--- config.mk ---
export PLATFORM = sky130hd
export DESIGN_NAME = mem_port_arbiter_flat
export DESIGN_NICKNAME = d
export VERILOG_FILES = /design/src/rtl/mem_port_arbiter_pkg.sv /design/src/rtl/mem_port_arbiter_if.sv /design/src/rtl/mem_port_arbiter.sv /design/src/flat_wrapper.sv
export SDC_FILE = /design/constraint.sdc
export NUM_CORES = 1
export LEC_CHECK = 0
export CORE_ASPECT_RATIO = 0.75
export CORE_MARGIN = 2
export CORE_UTILIZATION = 37
export CTS_BUF_LIST = sky130_fd_sc_hd__clkbuf_16
export DETAILED_ROUTE_END_ITERATION = 16
export HOLD_SLACK_MARGIN = 0.06
export MAX_ROUTING_LAYER = met4
export PLACE_DENSITY = 0.75
export SETUP_SLACK_MARGIN = 0.02
export SLEW_MARGIN = 10
export SYNTH_ARGS = -nofsm -noshare
export SYNTH_HDL_FRONTEND = slang
export SYNTH_SLANG_ARGS = --single-unit
--- constraint.sdc ---
create_clock -name clk -period 2 [get_ports clk]
set_input_delay 0.4 -clock clk [delete_from_list [all_inputs] [get_ports clk]]
set_output_delay 0.4 -clock clk [all_outputs]
set_load 0.05 [all_outputs]
--- src/rtl/mem_port_arbiter_pkg.sv ---
// Shared definitions for the fetch/memory-stage port arbiter: FSM state
// encoding and the second-word address step direction.
package mem_port_arbiter_pkg;

  typedef enum logic [1:0] {
    ST_IDLE   = 2'd0,
    ST_SECOND = 2'd1,
    ST_RESP   = 2'd2
  } state_t;

  localparam logic STEP_INC = 1'b0;
  localparam logic STEP_DEC = 1'b1;

  localparam int DW_DEF = 16;
  localparam int AW_DEF = 16;

endpackage

--- src/rtl/mem_port_arbiter_if.sv ---
// Bundle of fetch, memory-stage and memory-array signals around the arbiter.
// Handshake: dm_req is held with stable operands until dm_done pulses; fetch is
// granted in the cycle if_stall is low and its data returns on if_valid next cycle.
interface mem_port_arbiter_if #(
  parameter int DW = 16,
  parameter int AW = 16
);
  logic            if_req;
  logic [AW-1:0]   if_addr;
  logic            if_valid;
  logic [DW-1:0]   if_rdata;
  logic            if_stall;

  logic            dm_req;
  logic            dm_we;
  logic            dm_dbl;
  logic            dm_dir;
  logic [AW-1:0]   dm_addr;
  logic [2*DW-1:0] dm_wdata;
  logic            dm_done;
  logic [2*DW-1:0] dm_rdata;
  logic            dm_busy;

  logic            mem_en;
  logic            mem_we;
  logic [AW-1:0]   mem_addr;
  logic [DW-1:0]   mem_wdata;
  logic [DW-1:0]   mem_rdata;

  // Arbiter side
  modport slave (
    input  if_req, if_addr, dm_req, dm_we, dm_dbl, dm_dir, dm_addr, dm_wdata, mem_rdata,
    output if_valid, if_rdata, if_stall, dm_done, dm_rdata, dm_busy,
           mem_en, mem_we, mem_addr, mem_wdata
  );

  // Pipeline and memory-array side
  modport master (
    output if_req, if_addr, dm_req, dm_we, dm_dbl, dm_dir, dm_addr, dm_wdata, mem_rdata,
    input  if_valid, if_rdata, if_stall, dm_done, dm_rdata, dm_busy,
           mem_en, mem_we, mem_addr, mem_wdata
  );
endinterface

--- src/rtl/mem_port_arbiter.sv ---
// Shares one synchronous-read memory port between fetch and the memory stage.
// Data accesses win; double-word accesses take two back-to-back cycles.
module mem_port_arbiter
  import mem_port_arbiter_pkg::*;
#(
  parameter int DW = DW_DEF,
  parameter int AW = AW_DEF
) (
  input  logic                clk,
  input  logic                reset,
  mem_port_arbiter_if.slave   bus,
  output state_t              dbg_state_o
);

  function automatic logic [AW-1:0] step_addr(input logic [AW-1:0] a, input logic dir);
    logic [AW-1:0] one;
    one = {{(AW-1){1'b0}}, 1'b1};
    return (dir == STEP_DEC) ? (a - one) : (a + one);
  endfunction

  state_t        state_q;
  logic          if_valid_q;
  logic [DW-1:0] word0_q;
  logic          we_q;
  logic          dbl_q;
  logic [AW-1:0] addr2_q;
  logic [DW-1:0] wdata1_q;

  logic          grant;

  // Reset gates every combinational issue so an aborted access writes nothing more.
  always_comb begin
    grant = bus.if_req && !reset &&
            (((state_q == ST_IDLE) && !bus.dm_req) || (state_q == ST_RESP));
  end

  always_comb begin
    bus.mem_en    = 1'b0;
    bus.mem_we    = 1'b0;
    bus.mem_addr  = '0;
    bus.mem_wdata = '0;
    if (!reset) begin
      if ((state_q == ST_IDLE) && bus.dm_req) begin
        bus.mem_en    = 1'b1;
        bus.mem_we    = bus.dm_we;
        bus.mem_addr  = bus.dm_addr;
        bus.mem_wdata = bus.dm_wdata[DW-1:0];
      end else if (state_q == ST_SECOND) begin
        bus.mem_en    = 1'b1;
        bus.mem_we    = we_q;
        bus.mem_addr  = addr2_q;
        bus.mem_wdata = wdata1_q;
      end else if (grant) begin
        bus.mem_en   = 1'b1;
        bus.mem_addr = bus.if_addr;
      end
    end
  end

  always_comb begin
    bus.dm_rdata = '0;
    if ((state_q == ST_RESP) && !we_q) begin
      bus.dm_rdata = dbl_q ? {bus.mem_rdata, word0_q} : {{DW{1'b0}}, bus.mem_rdata};
    end
  end

  assign bus.if_stall   = bus.if_req & ~grant;
  assign bus.if_valid   = if_valid_q;
  assign bus.if_rdata   = if_valid_q ? bus.mem_rdata : '0;
  assign bus.dm_done    = (state_q == ST_RESP) && !reset;
  assign bus.dm_busy    = (state_q != ST_IDLE);
  assign dbg_state_o    = state_q;

  // Operands for word 1 are latched at issue so the second cycle does not depend on the requester.
  always_ff @(posedge clk) begin
    if (reset) begin
      state_q    <= ST_IDLE;
      if_valid_q <= 1'b0;
      word0_q    <= '0;
      we_q       <= 1'b0;
      dbl_q      <= 1'b0;
      addr2_q    <= '0;
      wdata1_q   <= '0;
    end else begin
      if_valid_q <= grant;
      case (state_q)
        ST_IDLE: begin
          if (bus.dm_req) begin
            we_q     <= bus.dm_we;
            dbl_q    <= bus.dm_dbl;
            addr2_q  <= step_addr(bus.dm_addr, bus.dm_dir);
            wdata1_q <= bus.dm_wdata[2*DW-1:DW];
            word0_q  <= '0;
            state_q  <= bus.dm_dbl ? ST_SECOND : ST_RESP;
          end
        end
        ST_SECOND: begin
          if (!we_q) word0_q <= bus.mem_rdata;
          state_q <= ST_RESP;
        end
        ST_RESP:  state_q <= ST_IDLE;
        default:  state_q <= ST_IDLE;
      endcase
    end
  end

endmodule

--- src/flat_wrapper.sv ---
// flat-port wrapper written by rule: the top's interface ports become plain ports
module mem_port_arbiter_flat import mem_port_arbiter_pkg::*;
#(
  parameter int DW = DW_DEF,
  parameter int AW = AW_DEF
)
  (clk, reset, dbg_state_o, bus_if_req, bus_if_addr, bus_dm_req, bus_dm_we, bus_dm_dbl, bus_dm_dir, bus_dm_addr, bus_dm_wdata, bus_mem_rdata, bus_if_valid, bus_if_rdata, bus_if_stall, bus_dm_done, bus_dm_rdata, bus_dm_busy, bus_mem_en, bus_mem_we, bus_mem_addr, bus_mem_wdata);
  mem_port_arbiter_if #(.DW(DW), .AW(AW)) bus_i ();
  input  logic clk;
  input  logic reset;
  output state_t dbg_state_o;
  input wire logic [$bits(bus_i.if_req)-1:0] bus_if_req;
  input wire logic [$bits(bus_i.if_addr)-1:0] bus_if_addr;
  input wire logic [$bits(bus_i.dm_req)-1:0] bus_dm_req;
  input wire logic [$bits(bus_i.dm_we)-1:0] bus_dm_we;
  input wire logic [$bits(bus_i.dm_dbl)-1:0] bus_dm_dbl;
  input wire logic [$bits(bus_i.dm_dir)-1:0] bus_dm_dir;
  input wire logic [$bits(bus_i.dm_addr)-1:0] bus_dm_addr;
  input wire logic [$bits(bus_i.dm_wdata)-1:0] bus_dm_wdata;
  input wire logic [$bits(bus_i.mem_rdata)-1:0] bus_mem_rdata;
  output wire logic [$bits(bus_i.if_valid)-1:0] bus_if_valid;
  output wire logic [$bits(bus_i.if_rdata)-1:0] bus_if_rdata;
  output wire logic [$bits(bus_i.if_stall)-1:0] bus_if_stall;
  output wire logic [$bits(bus_i.dm_done)-1:0] bus_dm_done;
  output wire logic [$bits(bus_i.dm_rdata)-1:0] bus_dm_rdata;
  output wire logic [$bits(bus_i.dm_busy)-1:0] bus_dm_busy;
  output wire logic [$bits(bus_i.mem_en)-1:0] bus_mem_en;
  output wire logic [$bits(bus_i.mem_we)-1:0] bus_mem_we;
  output wire logic [$bits(bus_i.mem_addr)-1:0] bus_mem_addr;
  output wire logic [$bits(bus_i.mem_wdata)-1:0] bus_mem_wdata;
  assign bus_i.if_req = bus_if_req;
  assign bus_i.if_addr = bus_if_addr;
  assign bus_i.dm_req = bus_dm_req;
  assign bus_i.dm_we = bus_dm_we;
  assign bus_i.dm_dbl = bus_dm_dbl;
  assign bus_i.dm_dir = bus_dm_dir;
  assign bus_i.dm_addr = bus_dm_addr;
  assign bus_i.dm_wdata = bus_dm_wdata;
  assign bus_i.mem_rdata = bus_mem_rdata;
  assign bus_if_valid = bus_i.if_valid;
  assign bus_if_rdata = bus_i.if_rdata;
  assign bus_if_stall = bus_i.if_stall;
  assign bus_dm_done = bus_i.dm_done;
  assign bus_dm_rdata = bus_i.dm_rdata;
  assign bus_dm_busy = bus_i.dm_busy;
  assign bus_mem_en = bus_i.mem_en;
  assign bus_mem_we = bus_i.mem_we;
  assign bus_mem_addr = bus_i.mem_addr;
  assign bus_mem_wdata = bus_i.mem_wdata;
  mem_port_arbiter #(.DW(DW), .AW(AW)) u_core (.clk(clk), .reset(reset), .bus(bus_i), .dbg_state_o(dbg_state_o));
endmodule
==> impl_metrics.yaml <==
critical_path:
  path_buf_inv: 3
  r2r-end: "u_core.word0_q[7]"
  r2r_start: "u_core.dbg_state_o[1]"
  crit_slowest_cell: "nor4b_4"
  max_stage_delay_ns: 0.47
  worstPathRequired_ns: 1.60
  arrival_ns: 1.89
  reg2reg_depth: 6
  critPathMaxFanout: 8
  worst_setup_path_end_kind: "output port"
  critPathTopFamily: "simple AND/OR/NAND/NOR gates"
  worst-setup-path-type: "reg -> out"
  path_cells: "nor4b_4 > clkbuf_16 > a222oi_1 > buf_4 > nor2_4 > buf_12"
  start_kind: "flop"
  reg2reg_slack_ns: 0.11
sta:
  fin_tns_setup_ns: -8.16
  skew_ns: 0.0107
  fin_hold_ws_ns: 0.460
  worst_slew_pin_slew_ns: 0.639
  period_minus_slack_ns: 2.29
  finalCritPeriodShare: 1.14
  timing.fmax_ghz: 0.437
  hold_viol: 0
  slew_viol_final: 0
  max_slew_margin: 0.574
  rsz0062_at_grt: "yes"
  setup_viol: 65
  worst_slack_ns: -0.288
finish:
  num-nets-final: 812
  stdcell_count: 839
  drive_gt1_frac: 0.466
  area_growth_pct: 130
  n_antenna_cell: 0
  final_area_sq_mm: 0.00811
  fill_cells: 439
placement:
  numPortBuffers: 174
  dp_cells: 800
  gp_congestion: 0.989
  dp_hpwl_um: 10800
  place_ws_ns: -0.689
  placed_area_sq_mm: 0.00705
power:
  ir_drop_mv: 0.532
  power_density_mw_per_mm2: 522
  leakage_nw: 3.18
grt:
  grt_pass1_vias: 4761
  grt_max_degree: 88
  antenna_found_initial: 0
  grt_pass1_wl_um: 25600
  grt.overflow.total: 0
  grtUsageTotal: 0.329
min_path:
  worstHoldPathType: "in -> reg"
  hold_depth: 3
  hold_end: "u_core.addr2_q[0]"
  hold_start: "bus_dm_addr[0]"
floorplanning:
  row_count: 30
  die_h_um: 88.6
  pin_count: 175
  core_area_sq_mm: 0.00916
  fp.dieW_um: 117
  start_util: 0.386
  dieArea_sq_mm: 0.0104
yosys:
  ys_seq_area_frac: 0.300
  ys.flop_type: "dfxtp_1"
  yosys.area.top_type: "dfxtp_1"
  synth_top_area_frac: 0.300
  yosysMostFrequentCell: "nor2_1"
  yosysWarnings: 0
  synth.ff_latch_count: 53
  async_reset_ff_frac: 0
  syn_area_sq_mm: 0.00353
  synthCells: 465
  synth_edf_count: 0
  synth_nets: 567
  ys_top_cells_by_area: "dfxtp_1 (30%), nor2_1 (8.3%), a22oi_1 (6.8%)"
  avgSynthCellArea_sq_um: 7.60
  synthTopCellsByCount: "nor2_1 (78), nand2_1 (55), dfxtp_1 (53)"
  synth_cell_types: 51
clocking:
  clockBufferDepth: 2
  cts.htree.levels: 2
  cts_buffers: 5
  cts.sinks: 53
  tritoncts: "done"
  cts_root_buf: "clkbuf_16"
  insertion_delay_ns: 0.30
  cts_hold_buf: 0
  clk_pin_slew_ns: 0.08
routing:
  wl_um: 17800
  dr.pass1.iters: 8
  drt_iter0_markers: 539
  viasPerCell: 5.85
  ant_nets: 0
  vias: 4912
  drc_errors: 0
  wl_per_cell_um: 21.2
outcome:
  violations: "negative setup slack"
  status: "finished with violations"
job:
  max-cap-violations: 0
==> logic make-up (layout without fill, tap and decap cells) <==
logic type	Yosys count	count (layout)	share of synthesized area
muxes	18	18	0.0513
adders and majority gates	15	15	0.0552
AOI/OAI and AO/OA	121	121	0.244
xor gates and xnor gates	9	9	0.0223
buffers and inverters	49	295	0.0602
DFF	53	53	0.300
and+or+nand+nor	200	200	0.267
==> routing by layer <==
metal / track usage / share of wire / routed length (um)
met1: 0.396 / 0.38 / 6710
met2: 0.555 / 0.49 / 8750
met3: 0.0692 / 0.093 / 1650
met4: 0.103 / 0.040 / 705
met5: - / 0 / 0
==> worst max-delay path by stage <==
stage | startpoint | endpoint | slack (ns) | depth (start not counted)
after floorplan | u_core.dbg_state_o[0] | bus_dm_rdata[0] | -0.08 | 4
after global placement | bus_dm_dir | u_core.addr2_q[13] | -0.61 | 9
after detailed placement | bus_dm_dir | u_core.addr2_q[13] | -0.69 | 9
after CTS | u_core.dbg_state_o[1] | bus_mem_addr[12] | -0.32 | 7
after global routing | u_core.dbg_state_o[0] | bus_mem_addr[1] | -0.33 | 6
final | u_core.dbg_state_o[0] | bus_mem_addr[14] | -0.29 | 6
==> cell usage in the layout, fill, tap and decap left out, types with 3 or more instances in the layout <==
master           netlist  final
xor2_1                 4      4
o21a_1                 3      3
dlygate4sd2_1          0      6
nand4_1                3      3
xnor2_1                5      5
nor2_4                 1     49
dlymetal6s2s_1         0      5
clkbuf_16              0      6
a21o_1                 6      6
mux2i_1               17     17
dfxtp_1               53     51
nand2_1               55     54
buf_6                  0     13
and2_1                16     16
buf_12                 0     93
nor2_1                78     28
clkdlybuf4s50_1        0     69
and3_4                 0     17
a22oi_2                0     16
o21ai_1                5      5
a31oi_1                4      4
buf_8                  0      3
nor3_1                 6      6
a222oi_1              16     16
clkbuf_2               0      3
nand3_1                3      3
a21oi_1               37     30
a211oi_1               3      3
a22oi_1               32     16
inv_1                  9      7
a21oi_2                1      6
ha_4                   0     12
buf_4                  4     81
==> registers in the layout, indices dropped and copies added (netlist names) <==
register             flops
u_core.addr2_q          16
u_core.wdata1_q         16
u_core.word0_q          16
u_core.dbg_state_o       2
u_core.bus.if_valid      1
u_core.dbl_q             1
u_core.we_q              1
==> stage by stage <==
step	util	total power, mW
after floorplan	-	2.00
after global placement	0.770	2.75
after detailed placement	0.770	2.79
after CTS	0.867	4.11
after global routing	0.886	4.38
final	0.886	4.23
==> final cells by class <==
class / instances / area, sq um / share of cell area
flip-flops and latches: 53 / 1070 / 0.132
multi-input cells: 363 / 3060 / 0.377
clock inverters: 3 / 65.1 / 0.00802
repair buffers: 278 / 3600 / 0.444
well taps: 128 / 160 / 0.0197
clock buffers: 5 / 125 / 0.0154
inverters: 9 / 33.8 / 0.00416
==> power breakdown <==
part	switching, mW	leakage, nW	internal [mW]
Combinational	0.972	2.65	0.936
Clock	0.430	0.0938	0.717
Sequential	0.0576	0.435	1.12
Total	1.46	3.18	2.77
==> tightest hold or removal path, delay by kind of cell <==
kind                   cells  cell delay [ns]
AO/OA/AOI/OAI              1             0.07
buffers and inverters      2             0.23
==> timing repair <==
| action | CTS | global route |
|---|---|---|
| cloned | 7 | 0 |
| buffers inserted | 18 | 10 |
| pin swaps | 49 | 48 |
| resized for setup | 108 | 36 |
| setup endpoints to repair | 93 | 88 |
Note: power is estimated with default switching activity, not from simulation.
